[config.mk]
export PLATFORM = sky130hd
export DESIGN_NAME = mac_dsp_pipe
export DESIGN_NICKNAME = d
export VERILOG_FILES = /design/src/rtl/mac_dsp_pipe.sv
export SDC_FILE = /design/constraint.sdc
export NUM_CORES = 2
export LEC_CHECK = 0
export ABC_CLOCK_PERIOD_IN_PS = 9100
export CAP_MARGIN = 20
export CORE_MARGIN = 4
export CORE_UTILIZATION = 42
export CTS_CLUSTER_DIAMETER = 80
export CTS_CLUSTER_SIZE = 40
export DETAILED_ROUTE_END_ITERATION = 10
export GPL_TIMING_DRIVEN = 0
export PLACE_DENSITY = 0.63
export SYNTH_ARGS = -nofsm -noshare
export SYNTH_HDL_FRONTEND = slang
export SYNTH_SLANG_ARGS = --single-unit
[constraint.sdc]
create_clock -name clk_i -period 9.1 [get_ports clk_i]
set_input_delay 1.82 -clock clk_i [delete_from_list [all_inputs] [get_ports clk_i]]
set_output_delay 1.82 -clock clk_i [all_outputs]
set_load 0.005 [all_outputs]
[src/rtl/mac_dsp_pipe.sv]
// Pipelined multiply-accumulate for a single DSP slice: operand register, PIPE_STAGES
// product registers, then a saturating/wrapping accumulator with valid/ready handshake.
module mac_dsp_pipe #(
  parameter int A_WIDTH     = 25,
  parameter int B_WIDTH     = 18,
  parameter int ACC_WIDTH   = 48,
  parameter int PIPE_STAGES = 2,
  parameter int SATURATE    = 1
) (
  input  logic                 clk_i,
  input  logic                 rst_i,
  input  logic                 valid_i,
  output logic                 ready_o,
  input  logic [A_WIDTH-1:0]   a_i,
  input  logic [B_WIDTH-1:0]   b_i,
  input  logic                 signed_i,
  input  logic                 first_i,
  output logic                 valid_o,
  input  logic                 ready_i,
  output logic [ACC_WIDTH-1:0] res_o,
  output logic                 ovf_o
);

  localparam int PW   = A_WIDTH + B_WIDTH + 2;
  localparam int LAST = PIPE_STAGES - 1;

  if (ACC_WIDTH < A_WIDTH + B_WIDTH) begin : g_chk_acc
    $error("mac_dsp_pipe: ACC_WIDTH must be >= A_WIDTH+B_WIDTH");
  end
  if (PIPE_STAGES < 1) begin : g_chk_pipe
    $error("mac_dsp_pipe: PIPE_STAGES must be >= 1");
  end

  logic                 adv;

  logic                 vld0_q, vld0_d;
  logic [A_WIDTH-1:0]   a_q, a_d;
  logic [B_WIDTH-1:0]   b_q, b_d;
  logic                 sgn0_q, sgn0_d;
  logic                 first0_q, first0_d;

  logic [ACC_WIDTH-1:0] prod_q [PIPE_STAGES];
  logic [ACC_WIDTH-1:0] prod_d [PIPE_STAGES];
  logic [PIPE_STAGES-1:0] pvld_q, pvld_d;
  logic [PIPE_STAGES-1:0] psgn_q, psgn_d;
  logic [PIPE_STAGES-1:0] pfirst_q, pfirst_d;

  logic [ACC_WIDTH-1:0] acc_q, acc_d;
  logic                 ovf_q, ovf_d;
  logic                 vout_q, vout_d;
  logic                 seen_q, seen_d;

  logic [PW-1:0]        a_w, b_w, prod_full;
  logic [ACC_WIDTH-1:0] prod_acc;

  logic                 fsgn, ffirst, ovf_nxt;
  logic [ACC_WIDTH:0]   sum;
  logic [ACC_WIDTH-1:0] acc_nxt;

  assign adv     = ~vout_q | ready_i;
  assign ready_o = adv;
  assign valid_o = vout_q;
  assign res_o   = acc_q;
  assign ovf_o   = ovf_q;

  // Operands are extended by mode to the full product width, so one multiplier serves both modes.
  always_comb begin
    a_w       = {{(PW-A_WIDTH){sgn0_q & a_q[A_WIDTH-1]}}, a_q};
    b_w       = {{(PW-B_WIDTH){sgn0_q & b_q[B_WIDTH-1]}}, b_q};
    prod_full = a_w * b_w;
  end

  if (ACC_WIDTH > PW) begin : g_prod_ext
    assign prod_acc = {{(ACC_WIDTH-PW){prod_full[PW-1]}}, prod_full};
  end else begin : g_prod_trunc
    assign prod_acc = prod_full[ACC_WIDTH-1:0];
  end

  always_comb begin
    fsgn    = psgn_q[LAST];
    ffirst  = pfirst_q[LAST] | ~seen_q;
    sum     = {fsgn & acc_q[ACC_WIDTH-1], acc_q}
            + {fsgn & prod_q[LAST][ACC_WIDTH-1], prod_q[LAST]};
    ovf_nxt = 1'b0;
    acc_nxt = sum[ACC_WIDTH-1:0];
    if (ffirst) begin
      acc_nxt = prod_q[LAST];
    end else begin
      ovf_nxt = fsgn ? (sum[ACC_WIDTH] ^ sum[ACC_WIDTH-1]) : sum[ACC_WIDTH];
      if (ovf_nxt && (SATURATE != 0)) begin
        if (!fsgn)               acc_nxt = '1;
        else if (sum[ACC_WIDTH]) acc_nxt = {1'b1, {(ACC_WIDTH-1){1'b0}}};
        else                     acc_nxt = {1'b0, {(ACC_WIDTH-1){1'b1}}};
      end
    end
  end

  always_comb begin
    vld0_d   = vld0_q;
    a_d      = a_q;
    b_d      = b_q;
    sgn0_d   = sgn0_q;
    first0_d = first0_q;
    prod_d   = prod_q;
    pvld_d   = pvld_q;
    psgn_d   = psgn_q;
    pfirst_d = pfirst_q;
    acc_d    = acc_q;
    ovf_d    = ovf_q;
    vout_d   = vout_q;
    seen_d   = seen_q;
    if (adv) begin
      vld0_d      = valid_i;
      a_d         = a_i;
      b_d         = b_i;
      sgn0_d      = signed_i;
      first0_d    = first_i;
      prod_d[0]   = prod_acc;
      pvld_d[0]   = vld0_q;
      psgn_d[0]   = sgn0_q;
      pfirst_d[0] = first0_q;
      for (int unsigned i = 1; i < PIPE_STAGES; i++) begin
        prod_d[i]   = prod_q[i-1];
        pvld_d[i]   = pvld_q[i-1];
        psgn_d[i]   = psgn_q[i-1];
        pfirst_d[i] = pfirst_q[i-1];
      end
      vout_d = pvld_q[LAST];
      if (pvld_q[LAST]) begin
        acc_d  = acc_nxt;
        ovf_d  = ovf_nxt;
        seen_d = 1'b1;
      end
    end
  end

  always_ff @(posedge clk_i or negedge rst_i) begin
    if (!rst_i) begin
      vld0_q   <= 1'b0;
      a_q      <= '0;
      b_q      <= '0;
      sgn0_q   <= 1'b0;
      first0_q <= 1'b0;
      for (int unsigned i = 0; i < PIPE_STAGES; i++) prod_q[i] <= '0;
      pvld_q   <= '0;
      psgn_q   <= '0;
      pfirst_q <= '0;
      acc_q    <= '0;
      ovf_q    <= 1'b0;
      vout_q   <= 1'b0;
      seen_q   <= 1'b0;
    end else begin
      vld0_q   <= vld0_d;
      a_q      <= a_d;
      b_q      <= b_d;
      sgn0_q   <= sgn0_d;
      first0_q <= first0_d;
      prod_q   <= prod_d;
      pvld_q   <= pvld_d;
      psgn_q   <= psgn_d;
      pfirst_q <= pfirst_d;
      acc_q    <= acc_d;
      ovf_q    <= ovf_d;
      vout_q   <= vout_d;
      seen_q   <= seen_d;
    end
  end

endmodule

==> impl_metrics.csv <==
group,metric,value,unit
outcome,status,"finished clean",
logic_synthesis,synth_top_family_by_area,"adder cells",
sta,max_clock_freq,114,MHz
sta,fin_tns_setup,0,ns
run,maxCapViolations,0,
logic_synthesis,synth.area.top_cells,"fa_1, dfrtp_1, nand2_1",
global_route,grt_overflow,0,
sta,fin_crit,8.76,ns
sta,post-route-period-util,96.3,%
cells_and_area,nets,4048,
setup_path,crit_fanout,10,
logic_synthesis,synth.avg_cell_area,8.73,µm²
setup_path,worst-r2r-setup-slack,0.34,ns
floorplan,die_w,267,µm
sta,hold_viol_final,0,
setup_path,reg2reg_from,"b_q[10]",
place,dp_hpwl,70.7,mm
logic_synthesis,yosys.area_share.adder,42.6,%
setup_path,worstPathRequired,9.44,ns
logic_synthesis,synth-compound-area-share,10.0,%
global_route,gr-usage-all-layers,24.7,%
global_route,grt_first_pass_wirelength,134,mm
cells_and_area,postLayoutCellArea,30900,µm²
logic_synthesis,synthXorXnorAreaFrac,2.77,%
cts,max-clock-path-buffers,2,
logic_synthesis,yosys.area_share.simple,17.5,%
route,drtPass1Iterations,5,
setup_path,startpoint_type,"register",
cts,clk_latency,0.50,ns
sta,fin_skew,0.0212,ns
logic_synthesis,ys_ff_latch,193,
route,drt_iter0_drc,1709,
logic_synthesis,synthDistinctLibCells,69,
cts,cts_hold_buf,0,
route,drc,0,
logic_synthesis,synth_edf_count,0,
cells_and_area,fillers,6550,
global_route,grt_pass1_vias,22900,
hold_path,hold_start,"prod_q[57]",
cts,cts_buffers,17,
sta,rsz0062_at_grt,"true",
logic_synthesis,synthArstFlopShare,100,%
setup_path,arrival,9.10,ns
cts,root_buffer,"clkbuf_16",
route,vias,22600,
hold_path,hold-path-endpoint,"prod_q[9]",
logic_synthesis,synthMuxAreaShare,0.200,%
route,routed_via_density,5.37,
route,post_drt_wl_per_cell,20.5,µm
cts,clock_sinks,193,
global_route,antenna_found_initial,2,
logic_synthesis,yosysSeqAreaShare,17.2,%
hold_path,hold_depth,2,
setup_path,rr_endpoint,"prod_q[91]",
floorplan,die_area,71100,µm²
sta,tightestPinTransition,1.09,ns
place,place_area,30200,µm²
setup_path,crit_start,"b_q[10]",
setup_path,r2r_cells,25,
floorplan,core_area,66000,µm²
logic_synthesis,synthFlopType,"dfrtp_1",
logic_synthesis,yosys.area.top_type_share,34.8,%
setup_path,critPathCaptureType,"register",
sta,slew-limit-headroom,27.3,%
floorplan,die_h,267,µm
cells_and_area,drive_above_1_share,2.30,%
floorplan,initial_core_util,42.6,%
floorplan,rows,94,
logic_synthesis,yosysTopAreaCell,"fa_1",
route,routed_wl,86.4,mm
cts,cts_tree,"yes",
setup_path,worst-setup-path-type,"reg2reg",
logic_synthesis,yosysWarnings,0,
cells_and_area,post-route-util,46.8,%
sta,setup_viol,0,
cts,htreeDepth,4,
logic_synthesis,syn_nets,3933,
global_route,grt_max_degree,110,
route,final_antenna_net_count,0,
hold_path,worstHoldPathType,"reg2reg",
cts,clkTransAtPathRegs,0.09,ns
sta,maxSlewViolCount,0,
cells_and_area,area_growth,9.85,%
place,portBuffers,99,
logic_synthesis,synth_cells,3220,
logic_synthesis,synth_area,28100,µm²
floorplan,ios,100,
place,gp_congestion,0.979,
routing by layer:
layer  part of all wire, %  wire length, µm  vias to the layer above  global-route usage, %
met5                     0                0                        -                      0
met4                   4.3             3760                        0                   9.85
met3                   6.6             5720                      190                   4.38
met2                    48            41200                      771                   40.7
met1                    41            35700                    11500                   32.7
li1                      -                -                    10200                      -
sequential cells by signal, summed over array words and instances, names as in the netlist, 2 cells and up:
register  count
b_q          18
res_o        48
pfirst_q      2
a_q          25
prod_q       90
psgn_q        2
pvld_q        2
worst max-delay path by stage:
stage | end | cells after the start | slack, ns
3_3_place_gp | b_q[7] | 1 | -2.48
3_5_place_dp | prod_q[91] | 26 | -0.01
2_1_floorplan | prod_q[91] | 26 | 2.08
6_report | prod_q[91] | 25 | 0.34
4_1_cts | prod_q[91] | 26 | 0.04
5_1_grt | prod_q[91] | 25 | -0.07
cells by family (layout without fill, tap and decap cells):
| kind of cell | count (synthesis) | in the layout |
|---|---|---|
| simple gates | 1099 | 1099 |
| buf+inv | 712 | 840 |
| compound gates | 458 | 458 |
| mux | 5 | 5 |
| xor+xnor | 89 | 89 |
| other cells | 0 | 2 |
| flops | 193 | 193 |
| fa+ha+maj | 664 | 664 |
worst max-delay path, stage by stage, from the launching register on:
cell	delay [ns]
dfrtp_1	0.80
clkbuf_1	0.57
nand2_1	0.19
fa_1	0.58
inv_1	0.06
fa_1	0.52
inv_1	0.07
fa_1	0.54
inv_1	0.05
fa_1	0.44
fa_1	0.49
inv_1	0.05
fa_1	0.39
fa_1	0.54
inv_1	0.04
ha_1	0.33
a21o_1	0.19
a21o_1	0.16
a21o_1	0.19
a2bb2oi_1	0.54
a2111oi_1	0.22
a2111oi_1	0.57
o31ai_1	0.24
a41oi_1	0.28
xor2_1	0.38
a21oi_1	0.13
cell type report:
cell class / count / area [µm²] / share of cell area, %
Inverter: 526 / 1970 / 6.40
Tap cell: 864 / 1080 / 3.50
Buffer: 181 / 732 / 2.37
Clock inverter: 13 / 190 / 0.616
Multi-Input combinational cell: 2315 / 20600 / 66.6
Timing Repair Buffer: 101 / 1040 / 3.36
Clock buffer: 19 / 453 / 1.47
Antenna cell: 2 / 5.00 / 0.0162
Sequential cell: 193 / 4830 / 15.7
cell usage after synthesis (9+ instances only):
master / number
nand2_1: 694
nand3_1: 14
o21ai_0: 138
nor2_1: 84
inv_1: 526
a211oi_1: 15
xor2_1: 35
o21ai_1: 12
fa_1: 489
ha_1: 175
clkbuf_1: 171
xnor2_1: 54
or3_1: 39
dfrtp_1: 193
nand2b_1: 18
and2_1: 169
o21bai_1: 17
and3_1: 9
o21a_1: 10
nor3_1: 15
a21oi_1: 140
nand4_1: 20
a31oi_1: 10
a21o_1: 53
stage by stage:
| stage | cells | setup WS, ns | hold WS [ns] |
|---|---|---|---|
| after floorplan | 3220 | 2.08 | 0.437 |
| after global placement | 4183 | -2.48 | 0.450 |
| final | 4214 | 0.339 | 0.466 |
| after detailed placement | 4185 | -0.0111 | 0.456 |
| after CTS | 4216 | 0.0410 | 0.465 |
| after global routing | 4212 | -0.0669 | 0.492 |
cell usage in the layout (no fill, tap or decap), types with 7 or more instances in the layout:
cell             synthesis  final
clkdlybuf4s50_1          0     98
nor3_1                  15     15
o21a_1                  10     10
fa_1                   489    489
nand3_1                 14     14
o21bai_1                17     17
xor2_1                  35     35
o21ai_1                 12     12
and3_1                   9      9
dfrtp_1                193    192
nor2b_1                  8      8
nand2_1                694    694
or3_1                   39     39
nand2b_1                18     18
clkbuf_1               171    157
o31ai_1                  8      7
nor2_1                  84     84
inv_1                  526    526
o21ai_0                138    138
clkbuf_16                0     17
a21oi_1                140    140
xnor2_1                 54     54
a31oi_1                 10     10
o211ai_1                 8      8
nand4_1                 20     20
and2_1                 169    169
a211oi_1                15     15
or2_2                    7      7
clkbuf_2                 1      9
a21o_1                  53     53
ha_1                   175    175
what timing repair did:
item                                    CTS  global route
setup buffers                             0             0
resized for setup                         2            17
hold endpoints to repair                  0             0
endpoints found under the setup margin    1             5
Power is not shown: default switching activity piles up to over one toggle a cycle in this logic, so the estimate is an artifact.
